<file path="config.mk">
export PLATFORM = sky130hd
export DESIGN_NAME = perf_counter_unit
export DESIGN_NICKNAME = d
export VERILOG_FILES = /design/src/rtl/perf_counter_unit.sv
export SDC_FILE = /design/constraint.sdc
export NUM_CORES = 1
export LEC_CHECK = 0
export ABC_CLOCK_PERIOD_IN_PS = 3000
export CAP_MARGIN = 5
export CORE_MARGIN = 2
export CORE_UTILIZATION = 30
export DETAILED_ROUTE_END_ITERATION = 6
export PLACE_DENSITY = 0.48
export SLEW_MARGIN = 20
export SYNTH_ARGS = -nofsm -noshare
export SYNTH_HDL_FRONTEND = slang
export SYNTH_SLANG_ARGS = --single-unit
</file>
<file path="constraint.sdc">
create_clock -name clk_i -period 3 [get_ports clk_i]
set_input_delay 0.6 -clock clk_i [delete_from_list [all_inputs] [get_ports clk_i]]
set_output_delay 0.6 -clock clk_i [all_outputs]
set_load 0.01 [all_outputs]
</file>
<file path="src/rtl/perf_counter_unit.sv">
// perf_counter_unit: snoops cpu pc/read/write/halted and external strobes into counters,
// freezes on halt and serves multi-word counters from a snapshot shadow for atomic readout.
module perf_counter_unit #(
    parameter int PC_WIDTH   = 10,
    parameter int DATA_WIDTH = 16,
    parameter int CNT_WIDTH  = 32,
    parameter int NUM_EXT    = 2,
    parameter int SATURATE   = 0,
    localparam int NUM_CNT   = 4 + NUM_EXT,
    localparam int WORDS     = (CNT_WIDTH + DATA_WIDTH - 1) / DATA_WIDTH,
    localparam int SEL_W     = $clog2(NUM_CNT),
    localparam int WRD_W     = (WORDS > 1) ? $clog2(WORDS) : 1,
    localparam int EXT_W     = (NUM_EXT > 0) ? NUM_EXT : 1
) (
    input  logic                  clk_i,
    input  logic                  rst_ni,
    input  logic [PC_WIDTH-1:0]   pc_i,
    input  logic                  read_i,
    input  logic                  write_i,
    input  logic                  halted_i,
    input  logic [EXT_W-1:0]      ext_evt_i,
    input  logic                  clr_i,
    input  logic                  snap_i,
    input  logic                  rd_en_i,
    input  logic [SEL_W-1:0]      rd_sel_i,
    input  logic [WRD_W-1:0]      rd_word_i,
    output logic [DATA_WIDTH-1:0] rd_data_o,
    output logic                  rd_valid_o,
    output logic                  rd_err_o,
    output logic                  frozen_o,
    output logic [NUM_CNT-1:0]    ovf_o
);
    localparam int PAD_W = WORDS * DATA_WIDTH;

    logic [CNT_WIDTH-1:0]  cnt_q [NUM_CNT];
    logic [CNT_WIDTH-1:0]  cnt_d [NUM_CNT];
    logic [CNT_WIDTH-1:0]  shd_q [NUM_CNT];
    logic [CNT_WIDTH-1:0]  shd_d [NUM_CNT];
    logic [NUM_CNT-1:0]    ovf_q, ovf_d, inc;
    logic [PC_WIDTH-1:0]   pc_prev_q, pc_prev_d;
    logic                  frozen_q, frozen_d;
    logic [DATA_WIDTH-1:0] rd_data_q, rd_data_d;
    logic                  rd_valid_q, rd_err_q, rd_err_d;
    logic                  sel_ok, word_ok;
    logic [SEL_W-1:0]      sel;
    logic [WRD_W-1:0]      wrd;
    logic [PAD_W-1:0]      pad;

    always_comb begin
        inc    = '0;
        inc[0] = 1'b1;
        inc[1] = pc_i != pc_prev_q;
        inc[2] = read_i;
        inc[3] = write_i;
        for (int k = 0; k < NUM_EXT; k++) inc[4+k] = ext_evt_i[k];
    end

    // clr dominates; a halt seen on an unfrozen edge snapshots instead of counting
    always_comb begin
        cnt_d     = cnt_q;
        shd_d     = shd_q;
        ovf_d     = ovf_q;
        frozen_d  = frozen_q;
        pc_prev_d = pc_prev_q;
        if (clr_i) begin
            for (int i = 0; i < NUM_CNT; i++) cnt_d[i] = '0;
            ovf_d     = '0;
            frozen_d  = 1'b0;
            pc_prev_d = '1;
        end else begin
            if (snap_i || (halted_i && !frozen_q)) shd_d = cnt_q;
            frozen_d = frozen_q | halted_i;
            if (!frozen_q && !halted_i) begin
                for (int i = 0; i < NUM_CNT; i++) begin
                    if (inc[i]) begin
                        if (&cnt_q[i]) ovf_d[i] = 1'b1;
                        cnt_d[i] = (SATURATE != 0 && &cnt_q[i]) ? cnt_q[i] : cnt_q[i] + 1'b1;
                    end
                end
                if (inc[1]) pc_prev_d = pc_i;
            end
        end
    end

    always_comb begin
        sel_ok    = 32'(rd_sel_i) < NUM_CNT;
        word_ok   = 32'(rd_word_i) < WORDS;
        sel       = sel_ok ? rd_sel_i : '0;
        wrd       = word_ok ? rd_word_i : '0;
        pad       = PAD_W'(shd_q[sel]);
        rd_err_d  = rd_en_i && !(sel_ok && word_ok);
        rd_data_d = !rd_en_i ? rd_data_q :
                    rd_err_d ? '0 : DATA_WIDTH'(pad >> (32'(wrd) * DATA_WIDTH));
    end

    always_ff @(posedge clk_i or negedge rst_ni) begin
        if (!rst_ni) begin
            for (int i = 0; i < NUM_CNT; i++) begin
                cnt_q[i] <= '0;
                shd_q[i] <= '0;
            end
            ovf_q      <= '0;
            frozen_q   <= 1'b0;
            pc_prev_q  <= '1;
            rd_data_q  <= '0;
            rd_valid_q <= 1'b0;
            rd_err_q   <= 1'b0;
        end else begin
            cnt_q      <= cnt_d;
            shd_q      <= shd_d;
            ovf_q      <= ovf_d;
            frozen_q   <= frozen_d;
            pc_prev_q  <= pc_prev_d;
            rd_data_q  <= rd_data_d;
            rd_valid_q <= rd_en_i;
            rd_err_q   <= rd_err_d;
        end
    end

    assign rd_data_o  = rd_data_q;
    assign rd_valid_o = rd_valid_q;
    assign rd_err_o   = rd_err_q;
    assign frozen_o   = frozen_q;
    assign ovf_o      = ovf_q;
endmodule

</file>
==> results.json <==
{
  "crit_type": "register to output port",
  "wl_um": 56800,
  "ys_types": 54,
  "tns_ns": 0,
  "final_common_cell": "dfrtp_1",
  "start_util_pct": 30.3,
  "period_needed_ns": 2.50,
  "clkLatencyLatePin_ns": 0.61,
  "die_h_um": 264,
  "ctsHtreeMaxLevel": 2,
  "syn_area_mm2": 0.0203,
  "syn_inst": 1917,
  "grtUsageTotal_pct": 16.4,
  "clock_skew_ns": 0.0289,
  "syn_to_final_growth_pct": 17.5,
  "cp_slowest_cell": "dfrtp_1",
  "maxSlewViolCount": 0,
  "switching_share_pct": 24.1,
  "die-area_mm2": 0.0698,
  "ys_top_cells_by_area": "dfrtp_1, mux2_2, xor2_1",
  "pwr_density_cell_mw_per_mm2": 538,
  "ys_seq_elements": 419,
  "cpPeakStageDelay_ns": 0.67,
  "clkPwrFrac_pct": 48.2,
  "diodes": 0,
  "cts-buffers-inserted": 49,
  "critPathMaxFanout": 6,
  "hold_violations": 0,
  "pwr-share-seq_pct": 45.3,
  "final_cell_mix": "dfrtp_1, nor2_1, mux2_2",
  "synth_ff_type": "dfrtp_1",
  "critPathBufInv": 1,
  "drtPass1Iterations": 5,
  "drive_gt1_share_pct": 18.5,
  "run_status": "complete, no violations",
  "p_int_mw": 9.74,
  "cap_viol_max_count": 0,
  "power_mw": 12.8,
  "synth_edf_count": 0,
  "required_ns": 2.40,
  "crit_family": "flip-flops",
  "place_hpwl_um": 39700,
  "antenna_found_initial": 0,
  "vias_per_cell": 5.10,
  "arrival_ns": 1.90,
  "yosysTopAreaCellShare_pct": 50.4,
  "ios": 49,
  "yosysSeqAreaShare_pct": 51.7,
  "cts.sinks": 419,
  "syn_area_per_cell_um2": 10.6,
  "io_buffers": 48,
  "rsz0062_at_grt": "no",
  "wire_per_inst_um": 19.7,
  "finalInstanceArea_mm2": 0.0239,
  "cts_tree": "yes",
  "synthArstFlopShare_pct": 100,
  "drc_errors": 0,
  "cts_resized": 0,
  "met3_length_um": 2090,
  "clk_pin_slew_ns": 0.06,
  "yosysWarnings": 0,
  "vias": 14675,
  "antenna_left": 0,
  "p_sw_mw": 3.10,
  "grt_pass1_wl_um": 90000,
  "dr.first_iter.drc_count": 1042,
  "cts_root_buf": "clkbuf_16",
  "gp_routability_congestion": 0.806,
  "dp_slack_ns": 0.0725,
  "setup_violations": 0,
  "power_leakage_nw": 10.3,
  "fin_nets": 1995,
  "wl_met1_um": 27500,
  "max_clock_freq_ghz": 0.400,
  "syn_nets": 1947,
  "die_width_um": 264,
  "start_kind": "register",
  "num_rows": 95,
  "slew_headroom_pct": 44.3,
  "cts_buffer_depth": 3,
  "end_kind": "output port",
  "top_layer": "met4",
  "grt_pass1_vias": 14782,
  "overflow": 0,
  "hp-class": "input pin to register",
  "grt_max_degree": 110,
  "wl_met2_um": 25900,
  "core_mm2": 0.0670,
  "power_frac_comb_pct": 6.5,
  "ir_worst_vdd_mv": 0.396,
  "finalCritPeriodShare_pct": 83.4,
  "synth_top_area_cell": "dfrtp_1",
  "placed_cell_area_mm2": 0.0222,
  "finalWorstSetupSlack_ns": 0.497,
  "worstPathCellList": "clkdlybuf4s50_1",
  "worst_slew_pin_slew_ns": 0.836
}
==> layer usage <==
layer	up-vias	track usage, %
met5	-	0
met4	0	4.13
met1	7431	23.8
met3	76	2.31
met2	232	25.8
li1	6936	-
==> cells by family (layout without fill, tap and decap cells) <==
logic type | count (synthesis) | count (layout) | share of synthesized area (%)
simple gates | 672 | 672 | 16.5
flops | 419 | 419 | 51.7
compound gates | 288 | 288 | 8.94
mux | 226 | 226 | 13.2
buf+inv | 165 | 253 | 3.17
xor+xnor | 141 | 141 | 6.08
fa+ha+maj | 6 | 6 | 0.370
==> through the flow <==
stage	hold slack [ns]	utilization, %	instances
detailed placement	0.478	33.1	2786
global route	0.336	35.6	2878
floorplan	0.304	-	1917
finish	0.338	35.6	2878
global placement	0.464	33.1	2786
CTS	0.309	35.6	2878
==> Yosys cell counts, types with 6 or more instances <==
master,n
and3_1,21
a21boi_0,16
mux2i_1,34
and2_1,11
dfrtp_1,409
o31ai_1,22
and4_1,13
buf_2,12
mux2_2,176
clkbuf_1,95
xnor2_1,46
xor2_1,95
buf_1,13
a211o_1,17
nor3_1,26
o21ai_0,58
nand2_1,144
nor2b_1,36
nand4_1,64
a211oi_1,17
mux4_2,16
nor2_1,180
a31oi_1,17
ha_1,6
nand3_1,90
a21oi_1,87
o22ai_1,32
or3_1,28
nor4_1,23
dfstp_2,10
inv_1,42
or4_1,23
==> final timing paths <==
check	from	endpoint	slack (ns)	cells past startpoint
max	frozen_o$_DFF_PN0_	frozen_o	0.50	1
min	clr_i	cnt_q[101]$_DFFE_PN0P_	0.34	2
min reg2reg	pc_prev_q[5]$_DFFE_PN1P_	pc_prev_q[5]$_DFFE_PN1P_	0.48	2
max reg2reg	frozen_o$_DFF_PN0_	cnt_q[31]$_DFFE_PN0P_	0.64	5
min in group asynchronous	rst_ni	cnt_q[74]$_DFFE_PN0P_	0.50	2
max in group asynchronous	rst_ni	cnt_q[191]$_DFFE_PN0N_	1.60	3
==> layout make-up <==
type / instances / area [um2]
Clock buffer: 75 / 1450
Clock inverter: 16 / 214
Fill cell: 6749 / 43200
Inverter: 43 / 161
Multi-Input combinational cell: 1333 / 9190
Sequential cell: 419 / 10500
Tap cell: 873 / 1090
Timing Repair Buffer: 119 / 1240
==> registers in the layout, indices dropped and copies added, names as in the netlist <==
| signal | cells |
|---|---|
| cnt_q | 192 |
| frozen_o | 1 |
| ovf_o | 6 |
| pc_prev_q | 10 |
| rd_data_o | 16 |
| rd_err_o | 1 |
| rd_valid_o | 1 |
| shd_q | 192 |
==> power by group through the flow <==
| stage | Combinational [mW] | Clock [mW] | Sequential [mW] |
|---|---|---|---|
| final | 0.836 | 6.18 | 5.82 |
| after global routing | 0.920 | 6.58 | 5.82 |
| after CTS | 0.853 | 6.36 | 5.81 |
| after detailed placement | 0.848 | 0 | 5.92 |
| after global placement | 0.840 | 0 | 5.91 |
| after floorplan | 0.417 | 0 | 5.89 |
==> timing repair <==
action / CTS / global route
hold buffers: 1 / 0
buffers inserted: 0 / 0
endpoints found under the hold margin: 26 / 0
No activity file was read; power rests on OpenSTA's default activity.
